$ cat src/rtl/alu_decode_stage.sv
// alu_decode_stage: RV32I decode into ALU control, operand select and immediate,
// behind a valid/ready register slice. Define DECODE_SKID_EN for a two-entry
// skid buffer with a registered in_ready; otherwise a single output register
// with a combinational in_ready.

package alu_decode_pkg;
  localparam int unsigned XLEN       = 32;
  localparam int unsigned REG_W      = 5;
  localparam int unsigned ALU_CTRL_W = 5;

  localparam logic [ALU_CTRL_W-1:0] ALUCTRL_ADD  = 5'd0;
  localparam logic [ALU_CTRL_W-1:0] ALUCTRL_SUB  = 5'd1;
  localparam logic [ALU_CTRL_W-1:0] ALUCTRL_SLL  = 5'd2;
  localparam logic [ALU_CTRL_W-1:0] ALUCTRL_SLT  = 5'd3;
  localparam logic [ALU_CTRL_W-1:0] ALUCTRL_SLTU = 5'd4;
  localparam logic [ALU_CTRL_W-1:0] ALUCTRL_XOR  = 5'd5;
  localparam logic [ALU_CTRL_W-1:0] ALUCTRL_SRL  = 5'd6;
  localparam logic [ALU_CTRL_W-1:0] ALUCTRL_SRA  = 5'd7;
  localparam logic [ALU_CTRL_W-1:0] ALUCTRL_OR   = 5'd8;
  localparam logic [ALU_CTRL_W-1:0] ALUCTRL_AND  = 5'd9;
  localparam logic [ALU_CTRL_W-1:0] ALUCTRL_BEQ  = 5'd10;
  localparam logic [ALU_CTRL_W-1:0] ALUCTRL_BNE  = 5'd11;
  localparam logic [ALU_CTRL_W-1:0] ALUCTRL_BLT  = 5'd12;
  localparam logic [ALU_CTRL_W-1:0] ALUCTRL_BGE  = 5'd13;
  localparam logic [ALU_CTRL_W-1:0] ALUCTRL_BLTU = 5'd14;
  localparam logic [ALU_CTRL_W-1:0] ALUCTRL_BGEU = 5'd15;

  typedef struct packed {
    logic                  illegal;
    logic [ALU_CTRL_W-1:0] alu_ctrl;
    logic                  alu_src;
    logic [XLEN-1:0]       imm;
    logic [REG_W-1:0]      rs1;
    logic [REG_W-1:0]      rs2;
    logic [REG_W-1:0]      rd;
  } dec_entry_t;

  localparam dec_entry_t DEC_RESET = '{illegal: 1'b0, alu_ctrl: ALUCTRL_ADD,
                                       alu_src: 1'b0, imm: '0,
                                       rs1: '0, rs2: '0, rd: '0};
endpackage

module alu_decode_stage
  import alu_decode_pkg::*;
(
  input  logic                  clk,
  input  logic                  rst,
  input  logic                  in_valid,
  output logic                  in_ready,
  input  logic [XLEN-1:0]       instr,
  input  logic                  flush,
  output logic                  out_valid,
  input  logic                  out_ready,
  output logic [ALU_CTRL_W-1:0] alu_ctrl,
  output logic                  alu_src,
  output logic [XLEN-1:0]       imm,
  output logic [REG_W-1:0]      rs1,
  output logic [REG_W-1:0]      rs2,
  output logic [REG_W-1:0]      rd,
  output logic                  illegal
);

  localparam logic [6:0] OPC_OP     = 7'b0110011;
  localparam logic [6:0] OPC_OP_IMM = 7'b0010011;
  localparam logic [6:0] OPC_LOAD   = 7'b0000011;
  localparam logic [6:0] OPC_STORE  = 7'b0100011;
  localparam logic [6:0] OPC_BRANCH = 7'b1100011;
  localparam logic [6:0] OPC_JALR   = 7'b1100111;
  localparam logic [6:0] OPC_JAL    = 7'b1101111;
  localparam logic [6:0] OPC_LUI    = 7'b0110111;
  localparam logic [6:0] OPC_AUIPC  = 7'b0010111;

  // Shared funct3 -> arithmetic op map for OP and OP-IMM.
  function automatic logic [ALU_CTRL_W-1:0] arith_op(input logic [2:0] f3,
                                                      input logic sub_sel,
                                                      input logic sra_sel);
    case (f3)
      3'b000:  arith_op = sub_sel ? ALUCTRL_SUB : ALUCTRL_ADD;
      3'b001:  arith_op = ALUCTRL_SLL;
      3'b010:  arith_op = ALUCTRL_SLT;
      3'b011:  arith_op = ALUCTRL_SLTU;
      3'b100:  arith_op = ALUCTRL_XOR;
      3'b101:  arith_op = sra_sel ? ALUCTRL_SRA : ALUCTRL_SRL;
      3'b110:  arith_op = ALUCTRL_OR;
      default: arith_op = ALUCTRL_AND;
    endcase
  endfunction

  // Full decode of one instruction word; anything unrecognised stays illegal/ADD/imm 0.
  function automatic dec_entry_t decode(input logic [XLEN-1:0] i);
    dec_entry_t d;
    logic [6:0] f7;
    logic [2:0] f3;
    f7 = i[31:25];
    f3 = i[14:12];
    d = DEC_RESET;
    d.illegal = 1'b1;
    d.rs1 = i[19:15];
    d.rs2 = i[24:20];
    d.rd  = i[11:7];
    case (i[6:0])
      OPC_OP: begin
        if (f7 == 7'b0000000) begin
          d.illegal  = 1'b0;
          d.alu_ctrl = arith_op(f3, 1'b0, 1'b0);
        end else if (f7 == 7'b0100000 && (f3 == 3'b000 || f3 == 3'b101)) begin
          d.illegal  = 1'b0;
          d.alu_ctrl = arith_op(f3, 1'b1, 1'b1);
        end
      end
      OPC_OP_IMM: begin
        d.illegal  = 1'b0;
        d.alu_ctrl = arith_op(f3, 1'b0, i[30]);
        d.alu_src  = 1'b1;
        d.imm      = {{20{i[31]}}, i[31:20]};
      end
      OPC_LOAD, OPC_JALR: begin
        d.illegal = 1'b0;
        d.alu_src = 1'b1;
        d.imm     = {{20{i[31]}}, i[31:20]};
      end
      OPC_STORE: begin
        d.illegal = 1'b0;
        d.alu_src = 1'b1;
        d.imm     = {{20{i[31]}}, i[31:25], i[11:7]};
      end
      OPC_BRANCH: begin
        if (f3 != 3'b010 && f3 != 3'b011) begin
          d.illegal = 1'b0;
          d.imm     = {{19{i[31]}}, i[31], i[7], i[30:25], i[11:8], 1'b0};
          case (f3)
            3'b000:  d.alu_ctrl = ALUCTRL_BEQ;
            3'b001:  d.alu_ctrl = ALUCTRL_BNE;
            3'b100:  d.alu_ctrl = ALUCTRL_BLT;
            3'b101:  d.alu_ctrl = ALUCTRL_BGE;
            3'b110:  d.alu_ctrl = ALUCTRL_BLTU;
            default: d.alu_ctrl = ALUCTRL_BGEU;
          endcase
        end
      end
      OPC_LUI, OPC_AUIPC: begin
        d.illegal = 1'b0;
        d.alu_src = 1'b1;
        d.imm     = {i[31:12], 12'b0};
      end
      OPC_JAL: begin
        d.illegal = 1'b0;
        d.alu_src = 1'b1;
        d.imm     = {{11{i[31]}}, i[31], i[19:12], i[20], i[30:21], 1'b0};
      end
      default: ;
    endcase
    return d;
  endfunction

  dec_entry_t dec_c;
  dec_entry_t main_q, main_d;
  logic       main_valid_q, main_valid_d;
  logic       accept_c;

  assign dec_c    = decode(instr);
  assign accept_c = in_valid & in_ready;

`ifdef DECODE_SKID_EN
  dec_entry_t skid_q, skid_d;
  logic       skid_valid_q, skid_valid_d;
  logic       in_ready_q, in_ready_d;

  assign in_ready = in_ready_q;

  // Main slot refills from skid first; new entries park in skid while main is stalled.
  always_comb begin
    main_d       = main_q;
    main_valid_d = main_valid_q;
    skid_d       = skid_q;
    skid_valid_d = skid_valid_q;
    if (flush) begin
      main_valid_d = 1'b0;
      skid_valid_d = 1'b0;
    end else if (!main_valid_q || out_ready) begin
      if (skid_valid_q) begin
        main_d       = skid_q;
        main_valid_d = 1'b1;
        skid_valid_d = 1'b0;
      end else if (accept_c) begin
        main_d       = dec_c;
        main_valid_d = 1'b1;
      end else begin
        main_valid_d = 1'b0;
      end
    end else if (accept_c) begin
      skid_d       = dec_c;
      skid_valid_d = 1'b1;
    end
    in_ready_d = ~skid_valid_d;
  end

  // State registers; reset empties both slots.
  always_ff @(posedge clk or posedge rst) begin
    if (rst) begin
      main_q       <= DEC_RESET;
      main_valid_q <= 1'b0;
      skid_q       <= DEC_RESET;
      skid_valid_q <= 1'b0;
      in_ready_q   <= 1'b1;
    end else begin
      main_q       <= main_d;
      main_valid_q <= main_valid_d;
      skid_q       <= skid_d;
      skid_valid_q <= skid_valid_d;
      in_ready_q   <= in_ready_d;
    end
  end
`else
  assign in_ready = ~main_valid_q | out_ready;

  // Single slot: load on accept, empty on drain, flush wins over accept.
  always_comb begin
    main_d       = main_q;
    main_valid_d = main_valid_q;
    if (flush) begin
      main_valid_d = 1'b0;
    end else if (accept_c) begin
      main_d       = dec_c;
      main_valid_d = 1'b1;
    end else if (out_ready) begin
      main_valid_d = 1'b0;
    end
  end

  // State registers; reset empties the slot.
  always_ff @(posedge clk or posedge rst) begin
    if (rst) begin
      main_q       <= DEC_RESET;
      main_valid_q <= 1'b0;
    end else begin
      main_q       <= main_d;
      main_valid_q <= main_valid_d;
    end
  end
`endif

  assign out_valid = main_valid_q;
  assign illegal   = main_q.illegal;
  assign alu_ctrl  = main_q.alu_ctrl;
  assign alu_src   = main_q.alu_src;
  assign imm       = main_q.imm;
  assign rs1       = main_q.rs1;
  assign rs2       = main_q.rs2;
  assign rd        = main_q.rd;

endmodule

$ cat config.mk
export PLATFORM = sky130hd
export DESIGN_NAME = alu_decode_stage
export DESIGN_NICKNAME = d
export VERILOG_FILES = /design/src/rtl/alu_decode_stage.sv
export SDC_FILE = /design/constraint.sdc
export NUM_CORES = 1
export LEC_CHECK = 0
export ABC_AREA = 1
export BUFFER_PORTS_ARGS = -buffer_cell sky130_fd_sc_hd__buf_2
export CORE_MARGIN = 10
export CORE_UTILIZATION = 50
export CTS_CLUSTER_SIZE = 28
export DETAILED_ROUTE_END_ITERATION = 10
export PLACE_DENSITY = 0.86
export SYNTH_ARGS = -nofsm -noshare
export SYNTH_HDL_FRONTEND = slang
export SYNTH_SLANG_ARGS = --single-unit
$ cat constraint.sdc
create_clock -name clk -period 2.4 [get_ports clk]
set_input_delay 0.48 -clock clk [delete_from_list [all_inputs] [get_ports clk]]
set_output_delay 0.48 -clock clk [all_outputs]
set_load 0.02 [all_outputs]
Yosys cells after proc, flatten, opt, wreduce, memory -nomap -nowiden. Cells that the tools add are included. W data, S select, Z words.

Register bits: 55. Bits of input ports: 37. Output and inout port bits: 56. Word-level logic and storage cells: 56.

Equal/unequal tests: 18. Mux-type cells: 16. Bitwise gates (word level): 4. Reduce and logical (&&, ||, !) cells: 10.

Operators with widths (number): $pmux W32 S5 (1); $pmux W4 S7 (3); $mux W32 (1); $eq A7 B6 Y1 const B (4); $eq A7 B7 Y1 const B (3); $mux W6 (3); $pmux W3 S5 (1); $pmux W5 S3 (1); $eq A7 B5 Y1 const B (2); $eq A3 B3 Y1 const B (3); $eq A7 B2 Y1 const B (1); $logic_not A7 Y1 (1); $reduce_or A7 Y1 (1); $eq A3 B2 Y1 const B (2); $ne A3 B2 Y1 const B (2); $mux W1 (5); $eq A3 B1 Y1 const B (1); $logic_not A3 Y1 (1); $pmux W1 S3 (1); $reduce_bool A3 Y1 (1); $reduce_or A3 Y1 (1); $logic_and A1 B1 Y1 (2); $not A1 Y1 (2); $reduce_and A2 Y1 (1); other kinds (4) (4).

Depth between registers and ports, before layout. Gate-level depths: netlist of run 1.

Depth in word-level cells: 6. Depth in mapped cells: 11. Mapped depth without buffers: 10.

Worst setup path after synthesis of run 1. OpenSTA, ideal clock, no wires.

Path type: input port to flip-flop. From: input instr[1]. To: register main_q (netlist bit imm[12]). Setup time: 117 ps. Arrival time: 1314 ps. Required time: 2283 ps. Path slack: 969 ps. Stages on the path: 11. Path buffers: 1. Path through: nand2_2 -> inv_2 -> nand2_2 -> inv_2 -> nand2_2 -> nand2_2 -> nand2_2 -> buf_6 -> nand3_1 -> nand2_1 -> nand2_1.

Cells in the longest elaborated chain, start to end: 3. Elaborated cells between the ends (all ways): 11. Classes of those cells: eq/ne: 8; mux: 1; reduce/logical: 2.

RTL lines: start, declared (line 50) `input logic [XLEN-1:0] instr,`; $eq A7 B2 Y1 (tied with other cells) (line 101) `case (i[6:0])`; $reduce_or A3 Y1 (no line) or $reduce_or A2 Y1 (tied branches); $pmux W32 S5 * (line 101); end signal, assigned (line 237) `main_q <= main_d;`; end, declared (line 157) `dec_entry_t main_q, main_d;`.

Mark *: on every way between the ends. The rest lies on a longest branch, timed or not. A chain may end at the register's enable or synchronous reset.

Final worst setup path of run 1.
From: input instr[3]. To: register main_q (netlist bit imm[16]).

Same word-level chain as after synthesis.

==> out/summary.log, run 1 <==
INFO  synthesis      synth_async_sr_flop_share=1.00
INFO  final_layout   multiInputGateArea=1480um^2
INFO  synthesis      netlist_top_cells_count=sky130_fd_sc_hd__nand2_1, sky130_fd_sc_hd__nand3_1, sky130_fd_sc_hd__dfrtp_1, sky130_fd_sc_hd__nor2_1
INFO  grt            antenna_found_initial=0
INFO  die            boundaryPins=93
INFO  sta            hold_viol=0
INFO  synthesis      adder_cell_share_of_the_synthesized_area=0
INFO  drt            post_drt_wl_per_cell=15.0um
INFO  sta            setup_failing_eps_final=0
INFO  final_layout   nFillCells=592
INFO  clock_tree     tritoncts=yes
INFO  worst_setup_path reg2reg_depth=7
INFO  synthesis      synth_seq_cells=54
INFO  worst_setup_path worst-endpoint-required=2.65ns
INFO  clock_tree     latest_clock_arrival_within_the_worst_skew_pair=0.30ns
INFO  final_layout   finish.utilization=0.615
INFO  synthesis      xor_xnor_cell_area_share_of_the_yosys_netlist=0
INFO  sta            timing.fmax=576MHz
INFO  worst_setup_path critical_path_peak_fanout=14
INFO  grt            global_route.overflow_total=0
INFO  drt            finalWirelength=9200um
INFO  place          gpl.final_weighted_congestion=0.942
INFO  job            maxCapViolCount=0
INFO  synthesis      synthesis.area_per_instance=6.83um^2
INFO  sta            hold_slack=0.0983ns
INFO  synthesis      syn-cell-area=3080um^2
INFO  grt            grt_start_max_net_pins=39
INFO  drt            drc=0
INFO  clock_tree     max_buffers_root_to_sink=2
INFO  power          power.ir.vdd_worst=0.000337V
INFO  grt            grtUsageTotal=0.185
INFO  power          pwr_density_cell=517nW/um^2
INFO  die            die-height=98.5um
INFO  place          dp_worst_setup_slack=0.377ns
INFO  drt            antenna_left=0
INFO  die            placementRows=28
INFO  drt            first_iter_violations=328
INFO  synthesis      main_combinational_cell_family_by_area_after_synthesis=simple AND/OR/NAND/NOR gates
INFO  drt            vias_per_cell=5.38
INFO  synthesis      count_of_flip_flops_with_a_built_in_enable_after_synthesis=0
INFO  die            initial_utilization=0.517
INFO  sta            finalMaxSlewViolations=0
INFO  place          place.port_buffers=91
INFO  sta            fin_worst_skew=0.00805ns
INFO  clock_tree     clock-root-buffer=sky130_fd_sc_hd__clkbuf_8
INFO  worst_setup_path cp-startpoint=instr[3]
INFO  synthesis      synth_fp_nets=488
INFO  synthesis      synth_warnings=0
INFO  final_layout   nNetsFinal=572
INFO  synthesis      yosysMostFrequentCell=sky130_fd_sc_hd__nand2_1
INFO  run_status     outcome=finished, final reports clean
INFO  clock_tree     cts_sinks=54
INFO  synthesis      synthFlopType=sky130_fd_sc_hd__dfrtp_1
INFO  final_layout   drive_gt1_frac=0.233
INFO  final_layout   layout.area.seq=1350um^2
INFO  worst_setup_path arrival=1.99ns
INFO  sta            rsz_0062_raised_after_global_routing=no
INFO  worst_setup_path reg2reg_slack=0.91ns
INFO  clock_tree     postCtsHoldBufs=0
INFO  synthesis      postSynthCellCount=451
INFO  synthesis      synth.mux.area_fraction=0
INFO  synthesis      synth_area_in_simple_gates=0.415
INFO  drt            drt_pre_antenna_iters=6
INFO  die            die-area=9700um^2
INFO  worst_setup_path crit_path_end_kind=flip-flop
INFO  synthesis      synth_area_leader_cell=sky130_fd_sc_hd__dfrtp_1
INFO  drt            vias=3,289
INFO  final_layout   areaGrowthSynthToFinish=18.8%
INFO  sta            post-route-min-period=1.74ns
INFO  grt            first_global_vias=3,169
INFO  grt            first_pass_grt_wire_length=15,300um
INFO  sta            min_period_over_period=0.724
INFO  sta            final_worst_path_setup_slack=0.664ns
INFO  clock_tree     post_cts_resized=0
INFO  power          p_leak=2.26nW
INFO  clock_tree     cts.repair_timing.setup_buffer_count=0
INFO  synthesis      post-synth-top-area-fraction=0.438
INFO  die            area_inside_the_core_boundary=5960um^2
INFO  clock_tree     h-tree-depth=2
INFO  worst_setup_path worst_r2r_endpoint=rd[4]
INFO  synthesis      compound_cell_area_share_of_the_yosys_netlist=0.0621
INFO  worst_setup_path crit_path_start_kind=input pin
INFO  synthesis      yosysSeqAreaShare=0.438
INFO  clock_tree     worst_setup_hold_path_clk_slew=0.10ns
INFO  synthesis      yosysUniqueCellTypes=24
INFO  clock_tree     cts_inserted_buffers=5
INFO  worst_setup_path critical_path.reg2reg.startpoint=out_valid
INFO  worst_setup_path critical_path_class=in -> reg
INFO  final_layout   count_of_antenna_diodes_in_the_layout=0
INFO  hold_path      hp-class=in -> async
INFO  synthesis      synthTopCellsByArea=sky130_fd_sc_hd__dfrtp_1, sky130_fd_sc_hd__nand2_1, sky130_fd_sc_hd__nand3_1, sky130_fd_sc_hd__o21ai_0, sky130_fd_sc_hd__nor2_1
INFO  sta            timing.setup.tns=0ns
INFO  place          dp_hpwl=7160um
INFO  die            die_width=98.5um
[placed cells by master, fill, tap and decap left out, types with 2 or more instances in the layout]
cell type                  synthesis  routed
sky130_fd_sc_hd__a21oi_1           9       9
sky130_fd_sc_hd__buf_2            15      91
sky130_fd_sc_hd__buf_4             1      10
sky130_fd_sc_hd__clkbuf_8          0       5
sky130_fd_sc_hd__clkinv_2          1       2
sky130_fd_sc_hd__dfrtp_1          54      54
sky130_fd_sc_hd__inv_1            28      27
sky130_fd_sc_hd__inv_2             3       4
sky130_fd_sc_hd__nand2_1         190     190
sky130_fd_sc_hd__nand2_2           6       6
sky130_fd_sc_hd__nand3_1          65      65
sky130_fd_sc_hd__nand4_1           3       3
sky130_fd_sc_hd__nor2_1           31      31
sky130_fd_sc_hd__nor2_2            2       2
sky130_fd_sc_hd__o21ai_0          28      28
[state kept, by name, indices dropped and copies added (netlist names)]
register	flops
imm	32
alu_ctrl	4
alu_src	1
rs1	5
rd	5
rs2	5
illegal	1
out_valid	1
[critical path: stages]
cell and delay (ns):
sky130_fd_sc_hd__buf_2 0.12, sky130_fd_sc_hd__nor2_1 0.13, sky130_fd_sc_hd__nand2_2 0.10, sky130_fd_sc_hd__inv_2 0.19, sky130_fd_sc_hd__nand3_1 0.12, sky130_fd_sc_hd__nand2_1 0.34, sky130_fd_sc_hd__inv_1 0.25, sky130_fd_sc_hd__nand3_1 0.13
sky130_fd_sc_hd__nand2_1 0.06, sky130_fd_sc_hd__nand2_1 0.06
[power by group]
group	switching [mW]	internal [mW]	total, mW
combinational	0.267	0.117	0.384
clock	0.301	0.207	0.508
sequential	0.0323	0.969	1.00
total	0.601	1.29	1.89
[how the worst max path moves through the flow]
stage / to / depth (start not counted)
floorplan: alu_ctrl[0] / 1
global placement: imm[12] / 10
detailed placement: imm[16] / 10
CTS: imm[16] / 10
global route: imm[14] / 10
finish: imm[16] / 10
[routing by layer]
layer | part of all wire | global-route usage
met5 | 0 | 0
met4 | 0.018 | 0.0441
met1 | 0.42 | 0.232
met3 | 0.086 | 0.0461
met2 | 0.48 | 0.312
[layout make-up]
type,count,area share
clock buffers,6,0.0198
repair buffers,101,0.145
well taps,75,0.0256
inverters,32,0.0331
multi-input cells,341,0.404
flip-flops and latches,54,0.369
clock inverters,2,0.00376
[metrics by stage]
step	power [mW]	area [um^2]	instances
floorplan	1.24	3080	451
global placement	1.40	3580	603
detailed placement	1.40	3580	603
CTS	1.89	3660	611
global route	1.98	3660	611
finish	1.89	3660	611
[cell families after synthesis]
| kind of cell | after synthesis |
|---|---|
| compound gates | 38 |
| buf+inv | 56 |
| flops | 54 |
| other cells | 1 |
| simple gates | 302 |
(Power assumes the default switching activity.)
==> run 2, diff against run 1 <==
--- a/config.mk
+++ b/config.mk
@@ -5,13 +5,13 @@
 export SDC_FILE = /design/constraint.sdc
 export NUM_CORES = 1
 export LEC_CHECK = 0
-export ABC_AREA = 1
+export ABC_AREA = 0
 export BUFFER_PORTS_ARGS = -buffer_cell sky130_fd_sc_hd__buf_2
 export CORE_MARGIN = 10
 export CORE_UTILIZATION = 50
 export CTS_CLUSTER_SIZE = 28
 export DETAILED_ROUTE_END_ITERATION = 10
-export PLACE_DENSITY = 0.86
+export PLACE_DENSITY = 0.88
 export SYNTH_ARGS = -nofsm -noshare
 export SYNTH_HDL_FRONTEND = slang
 export SYNTH_SLANG_ARGS = --single-unit
==> constraint.sdc (replaced) <==
create_clock -name clk -period 1.77 [get_ports clk]
set_input_delay 0.354 -clock clk [delete_from_list [all_inputs] [get_ports clk]]
set_output_delay 0.354 -clock clk [all_outputs]
set_load 0.02 [all_outputs]
==> run 2 against run 1 <==
Compared with the run above:
- worst setup slack lost 0.59 ns
- combinational power is 90% higher
- clock skew fell by 0.0013 ns
- synthesized cell count fell by 38%
- die area decreased by 12%
- final cell count shrank 24%
- global-route usage up 0.39 points
- critical endpoint is now imm[24]
- highest routed layer unchanged
==> out/summary.log, run 2 <==
INFO  drt            vias=2,624 [-20%]
INFO  final_layout   drive_gt1_frac=0.388 [+0.155]
INFO  clock_tree     max_buffers_root_to_sink=2 [unchanged]
INFO  grt            antenna_found_initial=1 [+1]
INFO  clock_tree     clock-root-buffer=sky130_fd_sc_hd__clkbuf_8
INFO  final_layout   areaGrowthSynthToFinish=33.5%
INFO  synthesis      count_of_flip_flops_with_a_built_in_enable_after_synthesis=0 [unchanged]
INFO  place          dp_cells=456 [-24%]
INFO  grt            grtUsageTotal=0.189 [+0.00390]
INFO  die            boundaryPins=93 [unchanged]
INFO  synthesis      postSynthCellCount=278 [-38%]
INFO  sta            slew-limit-headroom=0.660
INFO  sta            post-route-min-period=1.70ns
INFO  job            maxCapViolCount=0 [unchanged]
INFO  clock_tree     worst_setup_hold_path_clk_slew=0.10ns [about the same]
INFO  synthesis      yosysMostFrequentCell=sky130_fd_sc_hd__nand2_1
INFO  drt            vias_per_cell=5.64 [+4.8%]
INFO  grt            grt_start_max_net_pins=31 [-21%]
INFO  power          pwr_density_cell=851nW/um^2 [+65%]
INFO  worst_setup_path crit_path_end_kind=flip-flop
INFO  synthesis      yosysUniqueCellTypes=47 [+96%]
INFO  sta            setup_failing_eps_final=0 [unchanged]
INFO  die            initial_utilization=0.512 [-0.00494]
INFO  drt            drc=0 [unchanged]
INFO  die            placementRows=26 [-7.1%]
INFO  drt            drt_pre_antenna_iters=4 [-2]
INFO  final_layout   largest_register_ffs=32 [unchanged]
INFO  worst_setup_path critical_path_class=in -> reg
INFO  final_layout   fin_cells=465 [-24%]
INFO  power          p_leak=1.78nW [-21%]
INFO  sta            hold_viol=0 [unchanged]
INFO  final_layout   nNetsFinal=430 [-25%]
INFO  synthesis      post-synth-top-area-fraction=0.516 [+0.0778]
INFO  worst_setup_path arrival=1.91ns [-0.08 ns]
INFO  final_layout   final_cell_mix=sky130_fd_sc_hd__buf_2, sky130_fd_sc_hd__nand2_1, sky130_fd_sc_hd__dfrtp_1
INFO  sta            timing.fmax=588MHz
INFO  final_layout   nFillCells=401 [-32%]
INFO  hold_path      hp-class=in -> async
INFO  synthesis      netlist_top_cells_count=sky130_fd_sc_hd__nand2_1, sky130_fd_sc_hd__dfrtp_1, sky130_fd_sc_hd__nor2_1, sky130_fd_sc_hd__a21oi_1, sky130_fd_sc_hd__a22o_1
INFO  clock_tree     tritoncts=yes
INFO  worst_setup_path crit_path_start_kind=input pin
INFO  synthesis      synthFlopType=sky130_fd_sc_hd__dfrtp_1
INFO  synthesis      synth_area_leader_cell=sky130_fd_sc_hd__dfrtp_1
INFO  place          gpl.final_weighted_congestion=0.933 [-0.90%]
INFO  synthesis      synth_warnings=0 [unchanged]
INFO  clock_tree     h-tree-depth=2 [unchanged]
INFO  die            area_inside_the_core_boundary=5110um^2 [-14%]
INFO  clock_tree     cts_inserted_buffers=5 [unchanged]
INFO  synthesis      synthesis.area_per_instance=9.42um^2 [+38%]
INFO  synthesis      yosysSeqAreaShare=0.516 [+0.0778]
INFO  clock_tree     cts_sinks=54 [unchanged]
INFO  sta            finalMaxSlewViolations=0 [unchanged]
INFO  sta            min_period_over_period=0.961
INFO  grt            global_route.overflow_total=0 [unchanged]
INFO  place          dp_hpwl=6250um [-13%]
INFO  synthesis      synth_fp_nets=315 [-35%]
INFO  power          power.ir.vdd_worst=0.000437V [+30%]
INFO  drt            post_drt_wl_per_cell=17.9um [+19%]
INFO  grt            first_global_vias=2,700 [-15%]
INFO  drt            first_iter_violations=189 [-42%]
INFO  sta            hold_slack=0.0994ns [+0.00111 ns]
INFO  clock_tree     latest_clock_arrival_within_the_worst_skew_pair=0.31ns [about the same]
INFO  worst_setup_path critical_path_peak_fanout=11 [-3]
INFO  synthesis      synthTopCellsByArea=sky130_fd_sc_hd__dfrtp_1, sky130_fd_sc_hd__nand2_1, sky130_fd_sc_hd__a22o_1, sky130_fd_sc_hd__a211oi_2, sky130_fd_sc_hd__nor2_1
INFO  final_layout   mostFrequentLayoutCell=sky130_fd_sc_hd__buf_2
INFO  drt            antenna_left=0 [unchanged]
INFO  die            die-height=92.4um [-6.2%]
INFO  sta            timing_worst_slew_pin_value=0.508ns
INFO  grt            first_pass_grt_wire_length=13,200um [-14%]
INFO  synthesis      synth_async_sr_flop_share=1.00 [unchanged]
INFO  place          place.port_buffers=91 [unchanged]
INFO  synthesis      syn-cell-area=2620um^2 [-15%]
INFO  die            die_width=92.4um [-6.2%]
INFO  sta            fin_worst_skew=0.00679ns [-0.00126 ns]
INFO  worst_setup_path worst-endpoint-required=1.98ns [-0.67 ns]
INFO  drt            finalWirelength=8340um [-9.3%]
INFO  synthesis      synth_seq_cells=54 [unchanged]
INFO  sta            rsz_0062_raised_after_global_routing=no
INFO  run_status     outcome=finished, final reports clean
INFO  clock_tree     postCtsHoldBufs=0 [unchanged]
INFO  die            die-area=8530um^2 [-12%]
## run 2: routing by layer
metal	routed length (um)	share of wire	global-route usage
met1	3090	0.37	0.210
met3	685	0.082	0.0517
met4	242	0.029	0.0810
met2	4310	0.52	0.332
met5	0	0	0
## run 2: cell type report
cell class | instances | area [um^2] | area share
well taps | 70 | 87.6 | 0.0251
flip-flops and latches | 54 | 1350 | 0.387
multi-input cells | 201 | 1180 | 0.338
clock buffers | 5 | 68.8 | 0.0197
repair buffers | 126 | 743 | 0.213
diodes | 1 | 2.50 | 0.000716
inverters | 5 | 18.8 | 0.00537
clock inverters | 3 | 40.0 | 0.0115
## run 2: power by group
group | switching (mW) | internal, mW
clock network | 0.401 | 0.417
logic | 0.468 | 0.262
registers | 0.0653 | 1.36
## run 2: logic make-up (layout without fill, tap and decap cells)
family,Yosys count,after routing,synth area share
AOI/OAI and AO/OA,68,68,0.216
xor gates and xnor gates,2,2,0.00669
buffers and inverters,23,139,0.0425
DFF,54,54,0.516
other,1,2,0.00143
and+or+nand+nor,130,130,0.217
## run 2: what timing repair did
action                                  in CTS  in global routing
gates resized for setup                      0                  2
buffers inserted                             0                  0
endpoints found under the setup margin       0                 13
## run 2: critical path, stage by stage
cell                        delay [ns]
sky130_fd_sc_hd__buf_2            0.11
sky130_fd_sc_hd__nand4bb_1        0.37
sky130_fd_sc_hd__buf_4            0.28
sky130_fd_sc_hd__o32ai_1          0.25
sky130_fd_sc_hd__nor3_2           0.16
sky130_fd_sc_hd__buf_12           0.19
sky130_fd_sc_hd__a211oi_2         0.21
## run 2: final timing paths
| path | from | endpoint | slack [ns] | depth (start not counted) |
|---|---|---|---|---|
| setup reg to reg | out_valid | imm[24] | 0.13 | 6 |
| max in group asynchronous | rst | imm[4] | 1.38 | 3 |
| min in group clk | flush | out_valid | 0.20 | 2 |
| setup / recovery | instr[2] | imm[24] | 0.07 | 7 |
| hold reg to reg | rs1[4] | rs1[4] | 0.48 | 2 |
| hold / removal | rst | alu_ctrl[3] | 0.1 | 3 |
## run 2: stage by stage
stage / TNS, ns / power, mW / area, um^2 / setup WS, ns / util
4_1_cts: 0 / 2.98 / 3480 / 0.0377 / 0.681
6_report: 0 / 2.97 / 3490 / 0.0691 / 0.684
3_5_place_dp: -5.45 / 2.18 / 3370 / -0.277 / 0.659
5_1_grt: 0 / 3.12 / 3490 / 0.00955 / 0.684
2_1_floorplan: 0 / 1.86 / 2620 / 0.0455 / -
3_3_place_gp: -2.30 / 2.15 / 3370 / -0.175 / 0.659
